## config.mk

```make
export PLATFORM = sky130hd
export DESIGN_NAME = alu_arbiter
export DESIGN_NICKNAME = d
export VERILOG_FILES = /design/src/rtl/alu_arbiter.sv
export SDC_FILE = /design/constraint.sdc
export NUM_CORES = 1
export LEC_CHECK = 0
export ABC_AREA = 1
export ABC_CLOCK_PERIOD_IN_PS = 1300
export CELL_PAD_IN_SITES_DETAIL_PLACEMENT = 0
export CELL_PAD_IN_SITES_GLOBAL_PLACEMENT = 1
export CORE_ASPECT_RATIO = 1.2
export CORE_MARGIN = 2
export CORE_UTILIZATION = 26
export CTS_BUF_LIST = sky130_fd_sc_hd__clkbuf_8
export DETAILED_ROUTE_END_ITERATION = 10
export GPL_TIMING_DRIVEN = 0
export MAX_ROUTING_LAYER = met4
export PLACE_DENSITY_LB_ADDON = 0.1
export SYNTH_ARGS = -nofsm -noshare
export SYNTH_HDL_FRONTEND = slang
export SYNTH_SLANG_ARGS = --single-unit
```

## constraint.sdc

```tcl
create_clock -name clk -period 1.3 [get_ports clk]
set_input_delay 0.195 -clock clk [delete_from_list [all_inputs] [get_ports clk]]
set_output_delay 0.195 -clock clk [all_outputs]
set_load 0.05 [all_outputs]
```

## src/rtl/alu_arbiter.sv

```systemverilog
// alu_arbiter: two-requester front end for a single combinational ALU.
// One operation is in flight at a time. The sequence is IDLE (accept),
// EXEC (ALU evaluates the latched operands) and RESP (hold the response
// until the owner takes it).
// Optional feature: define ALU_ARB_RR_EN to select round-robin arbitration
// on contention. Without it, requester 0 always wins contention.
module alu_arbiter #(
    parameter int XLEN = 32
) (
    input  logic            clk,
    input  logic            rst_n,

    // requester 0
    input  logic            req_valid_0,
    output logic            req_ready_0,
    input  logic [XLEN-1:0] req_a_0,
    input  logic [XLEN-1:0] req_b_0,
    input  logic [2:0]      req_ctrl_0,
    output logic            rsp_valid_0,
    input  logic            rsp_ready_0,
    output logic [XLEN-1:0] rsp_result_0,
    output logic [4:0]      rsp_flags_0,

    // requester 1
    input  logic            req_valid_1,
    output logic            req_ready_1,
    input  logic [XLEN-1:0] req_a_1,
    input  logic [XLEN-1:0] req_b_1,
    input  logic [2:0]      req_ctrl_1,
    output logic            rsp_valid_1,
    input  logic            rsp_ready_1,
    output logic [XLEN-1:0] rsp_result_1,
    output logic [4:0]      rsp_flags_1,

    // shared ALU; alu_result/alu_flags are combinational from alu_a/b/ctrl
    output logic [XLEN-1:0] alu_a,
    output logic [XLEN-1:0] alu_b,
    output logic [2:0]      alu_ctrl,
    input  logic [XLEN-1:0] alu_result,
    input  logic [4:0]      alu_flags
);

    localparam logic [1:0] IDLE = 2'd0;
    localparam logic [1:0] EXEC = 2'd1;
    localparam logic [1:0] RESP = 2'd2;

    logic [1:0]      state;
    logic [1:0]      state_next;
    logic            grant;        // winner this cycle (meaningful in IDLE)
    logic            grant_q;      // owner of the in-flight operation
    logic            accept;
    logic            rsp_ready_g;
    logic [XLEN-1:0] op_a;
    logic [XLEN-1:0] op_b;
    logic [2:0]      op_ctrl;
    logic [XLEN-1:0] rsp_result_q;
    logic [4:0]      rsp_flags_q;

`ifdef ALU_ARB_RR_EN
    logic            last_grant;   // requester granted on the previous accept
`endif

    // Pick the winner among the currently valid requesters.
    // NOTE: every combinational output gets a default first so no latch is inferred.
    always_comb begin
        grant = 1'b0;
        if (req_valid_0 && req_valid_1) begin
`ifdef ALU_ARB_RR_EN
            grant = ~last_grant;
`else
            grant = 1'b0;
`endif
        end else if (req_valid_1) begin
            grant = 1'b1;
        end
    end

    // Reset is folded in so that ready drops as soon as rst_n falls.
    assign accept      = rst_n && (state == IDLE) && (req_valid_0 || req_valid_1);
    assign req_ready_0 = accept && !grant;
    assign req_ready_1 = accept && grant;
    assign rsp_ready_g = grant_q ? rsp_ready_1 : rsp_ready_0;

    // Next-state logic for the IDLE -> EXEC -> RESP sequence.
    always_comb begin
        state_next = state;
        case (state)
            IDLE:    if (accept) state_next = EXEC;
            EXEC:    state_next = RESP;
            RESP:    if (rsp_ready_g) state_next = IDLE;
            default: state_next = IDLE;
        endcase
    end

    // State register.
    // NOTE: sequential state uses non-blocking assignments so every flop samples pre-edge values.
    always_ff @(posedge clk or negedge rst_n) begin
        if (!rst_n) begin
            state <= IDLE;
        end else begin
            state <= state_next;
        end
    end

    // Latch the winner's operands and identity on accept. The ALU ports
    // keep showing these values until the next accept.
    // NOTE: these registers drive output ports directly, so they are reset explicitly.
    always_ff @(posedge clk or negedge rst_n) begin
        if (!rst_n) begin
            op_a    <= '0;
            op_b    <= '0;
            op_ctrl <= 3'b000;
            grant_q <= 1'b0;
        end else if (accept) begin
            op_a    <= grant ? req_a_1    : req_a_0;
            op_b    <= grant ? req_b_1    : req_b_0;
            op_ctrl <= grant ? req_ctrl_1 : req_ctrl_0;
            grant_q <= grant;
        end
    end

`ifdef ALU_ARB_RR_EN
    // Remember the last accepted requester for round-robin fairness.
    always_ff @(posedge clk or negedge rst_n) begin
        if (!rst_n) begin
            last_grant <= 1'b1;
        end else if (accept) begin
            last_grant <= grant;
        end
    end
`endif

    // Capture the ALU output at the end of EXEC into the response register.
    always_ff @(posedge clk or negedge rst_n) begin
        if (!rst_n) begin
            rsp_result_q <= '0;
            rsp_flags_q  <= 5'b00000;
        end else if (state == EXEC) begin
            rsp_result_q <= alu_result;
            rsp_flags_q  <= alu_flags;
        end
    end

    assign alu_a    = op_a;
    assign alu_b    = op_b;
    assign alu_ctrl = op_ctrl;

    // Only the owner sees valid. Both ports show the shared response register.
    assign rsp_valid_0  = (state == RESP) && !grant_q;
    assign rsp_valid_1  = (state == RESP) &&  grant_q;
    assign rsp_result_0 = rsp_result_q;
    assign rsp_result_1 = rsp_result_q;
    assign rsp_flags_0  = rsp_flags_q;
    assign rsp_flags_1  = rsp_flags_q;

endmodule

```

==> reports/metrics.yaml <==
global_route:
  grt_use_met3_pct: 4.27
  met2_usage_pct: 34.4
  met1_usage_pct: 22.4
  grt_pass1_vias: 5827
  grt_max_degree: 66
  grt.total_usage_pct: 19.7
  grt_pass1_wl_mm: 32.1
  grt_antenna_before_repair: 0
  grt.overflow.total: 0
  busiest_layer: "met2"
timing:
  clock_skew_ps: 14.5
  setup_viol: 72
  relSlewSlack_pct: 66.9
  post-route-period-util_pct: 129
  period_needed_ps: 1670
  setup_ws_ps: -373
  hold_ws_ps: -269
  fmax_mhz: 598
  rsz0062_at_grt: "true"
  tightestPinTransition_ps: 496
  hold_viol: 42
  slew_viol_final: 0
setup_path:
  crit_family: "flip-flops"
  worstPathCellList: "nor2_4 -> nand3_4 -> clkbuf_16 -> a21oi_4 -> buf_6"
  crit_buf_inv: 2
  r2r_setup_slack_ps: -350
  critical_path_arrival_ps: 1480
  path_class: "reg -> out"
  start_kind: "flip-flop"
  crit_path_end_kind: "output port"
  cp_data_required_time_ps: 1110
  crit_path_max_fanout: 2
  slowest_stage: "dfrtp_1"
  slowest_delay_ps: 420
routing:
  vias_per_cell: 4.25
  detail_route.wl_per_cell_um: 15.3
  vias: 5803
  dr.pass1.iters: 4
  drt-initial-drc-count: 203
  drcViolationCount: 0
  drt_wl_total_mm: 20.9
  antenna_left: 0
layout:
  design_area_mm2: 0.00947
  num-nets-final: 1276
  area_delta_synth_final_pct: 76.5
  mostFrequentLayoutCell: "nand2_1"
  nFillCells: 2131
  diodes: 0
  final_cell_mix: "nand2_1, clkdlybuf4s50_1, dfrtp_1"
  stdcell_count: 1367
  drive_gt1_share_pct: 25.9
flow_run:
  maxCapViolCount: 0
yosys:
  ys_ff_latch: 107
  yosys_warnings: 0
  synth_seq_area_share_pct: 49.9
  synth_area_mm2: 0.00537
  yosysUniqueCellTypes: 15
  netlist_instances: 730
  syn_area_per_cell_um2: 7.35
  syn-num-nets: 907
cts:
  insertion_delay_ps: 380
  cts_buffers: 9
  cts_tree: "yes"
  htreeDepth: 3
  clock-sinks: 107
  clockBufferDepth: 2
  clk_pin_slew_ps: 110
  cts-root-buf: "clkbuf_8"
power:
  total_power_uw: 24700
  irDropWorstVdd_uv: 1720
  static-leakage-power_uw: 0.00507
  powerDensity_mw_per_mm2: 2610
status:
  status: "complete, but fails checks"
  violations: "negative hold slack, negative setup slack"
floorplan:
  rows: 57
  die_area_mm2: 0.0218
  die_h_um: 161
  initial_core_util_pct: 26.5
  core_area_mm2: 0.0203
  ios: 322
  die_w_um: 135
place:
  gp_congestion: 0.778
  postPlaceCellArea_mm2: 0.00895
  post-place-ws_ps: -1330
  numPlacedInstances: 1316
  dpl.hpwl_mm: 15.5
  port_buffers: 320
min_path:
  min_path_type: "in -> async"
## worst paths after layout
path | from | endpoint | cells after the start
max | state[1] | req_ready_0 | 5
min | rst_n | rsp_result_0[3] | 1
max reg2reg | state[1] | alu_b[22] | 9
min reg2reg | alu_b[18] | alu_b[18] | 2
max in group asynchronous | rst_n | alu_b[12] | 2
min in group clk | alu_result[28] | rsp_result_0[28] | 3
## where the power goes
part	leakage [uW]	internal [uW]	switching, uW	total (uW)
Combinational	0.00365	5840	11100	16900
Clock	0.0000802	731	1200	1930
Sequential	0.00133	4860	999	5860
## kinds of logic after synthesis
group,Yosys count,share of synthesized area (%)
flip-flops,107,49.9
buffers and inverters,91,10.2
AO/OA/AOI/OAI,1,0.0932
AND/OR/NAND/NOR,531,39.8
## metrics by stage
stage	util [%]	setup TNS, ps
after floorplan	-	-200
after global placement	44.0	-863900
after detailed placement	44.2	-45940
after CTS	45.7	-18580
after global routing	46.8	-25060
final	46.8	-16360
## per-layer routing
metal,up-vias,share of wire [%]
met2,213,51
li1,2960,-
met4,0,1.9
met1,2609,41
met5,-,0
met3,21,7.0
## cell type report
| cell class | instances | area, um^2 | area share [%] |
|---|---|---|---|
| Timing Repair Buffer | 376 | 3540 | 37.4 |
| Sequential cell | 107 | 2680 | 28.3 |
| Multi-Input combinational cell | 532 | 2180 | 23.1 |
| Buffer | 67 | 544 | 5.75 |
| Tap cell | 265 | 332 | 3.50 |
| Clock buffer | 10 | 138 | 1.45 |
| Clock inverter | 4 | 28.8 | 0.304 |
| Inverter | 6 | 22.5 | 0.238 |
## flip-flops by register name (all words and copies together) (netlist names)
name	cells
alu_a	32
alu_b	32
alu_ctrl	3
grant_q	1
rsp_flags_0	5
rsp_result_0	32
state	2
## synth_stat cells (all sizes together)
cell / n / share of area (%)
clkbuf: 17 / 1.2
dfrtp: 107 / 50
inv: 6 / 0.42
nand4: 1 / 0.12
a21oi: 1 / 0.093
nand3: 106 / 10
nor2: 6 / 0.51
nand2: 418 / 29
buf: 68 / 8.6
## repair_timing
action | 4_1_cts | 5_1_grt
pin swaps | 3 | 2
endpoints found under the setup margin | 224 | 120
hold endpoints to repair | 42 | 42
cloned | 4 | 0
buffers inserted | 42 | 9
resized for setup | 888 | 51
Note: power is estimated with default switching activity, not from simulation.
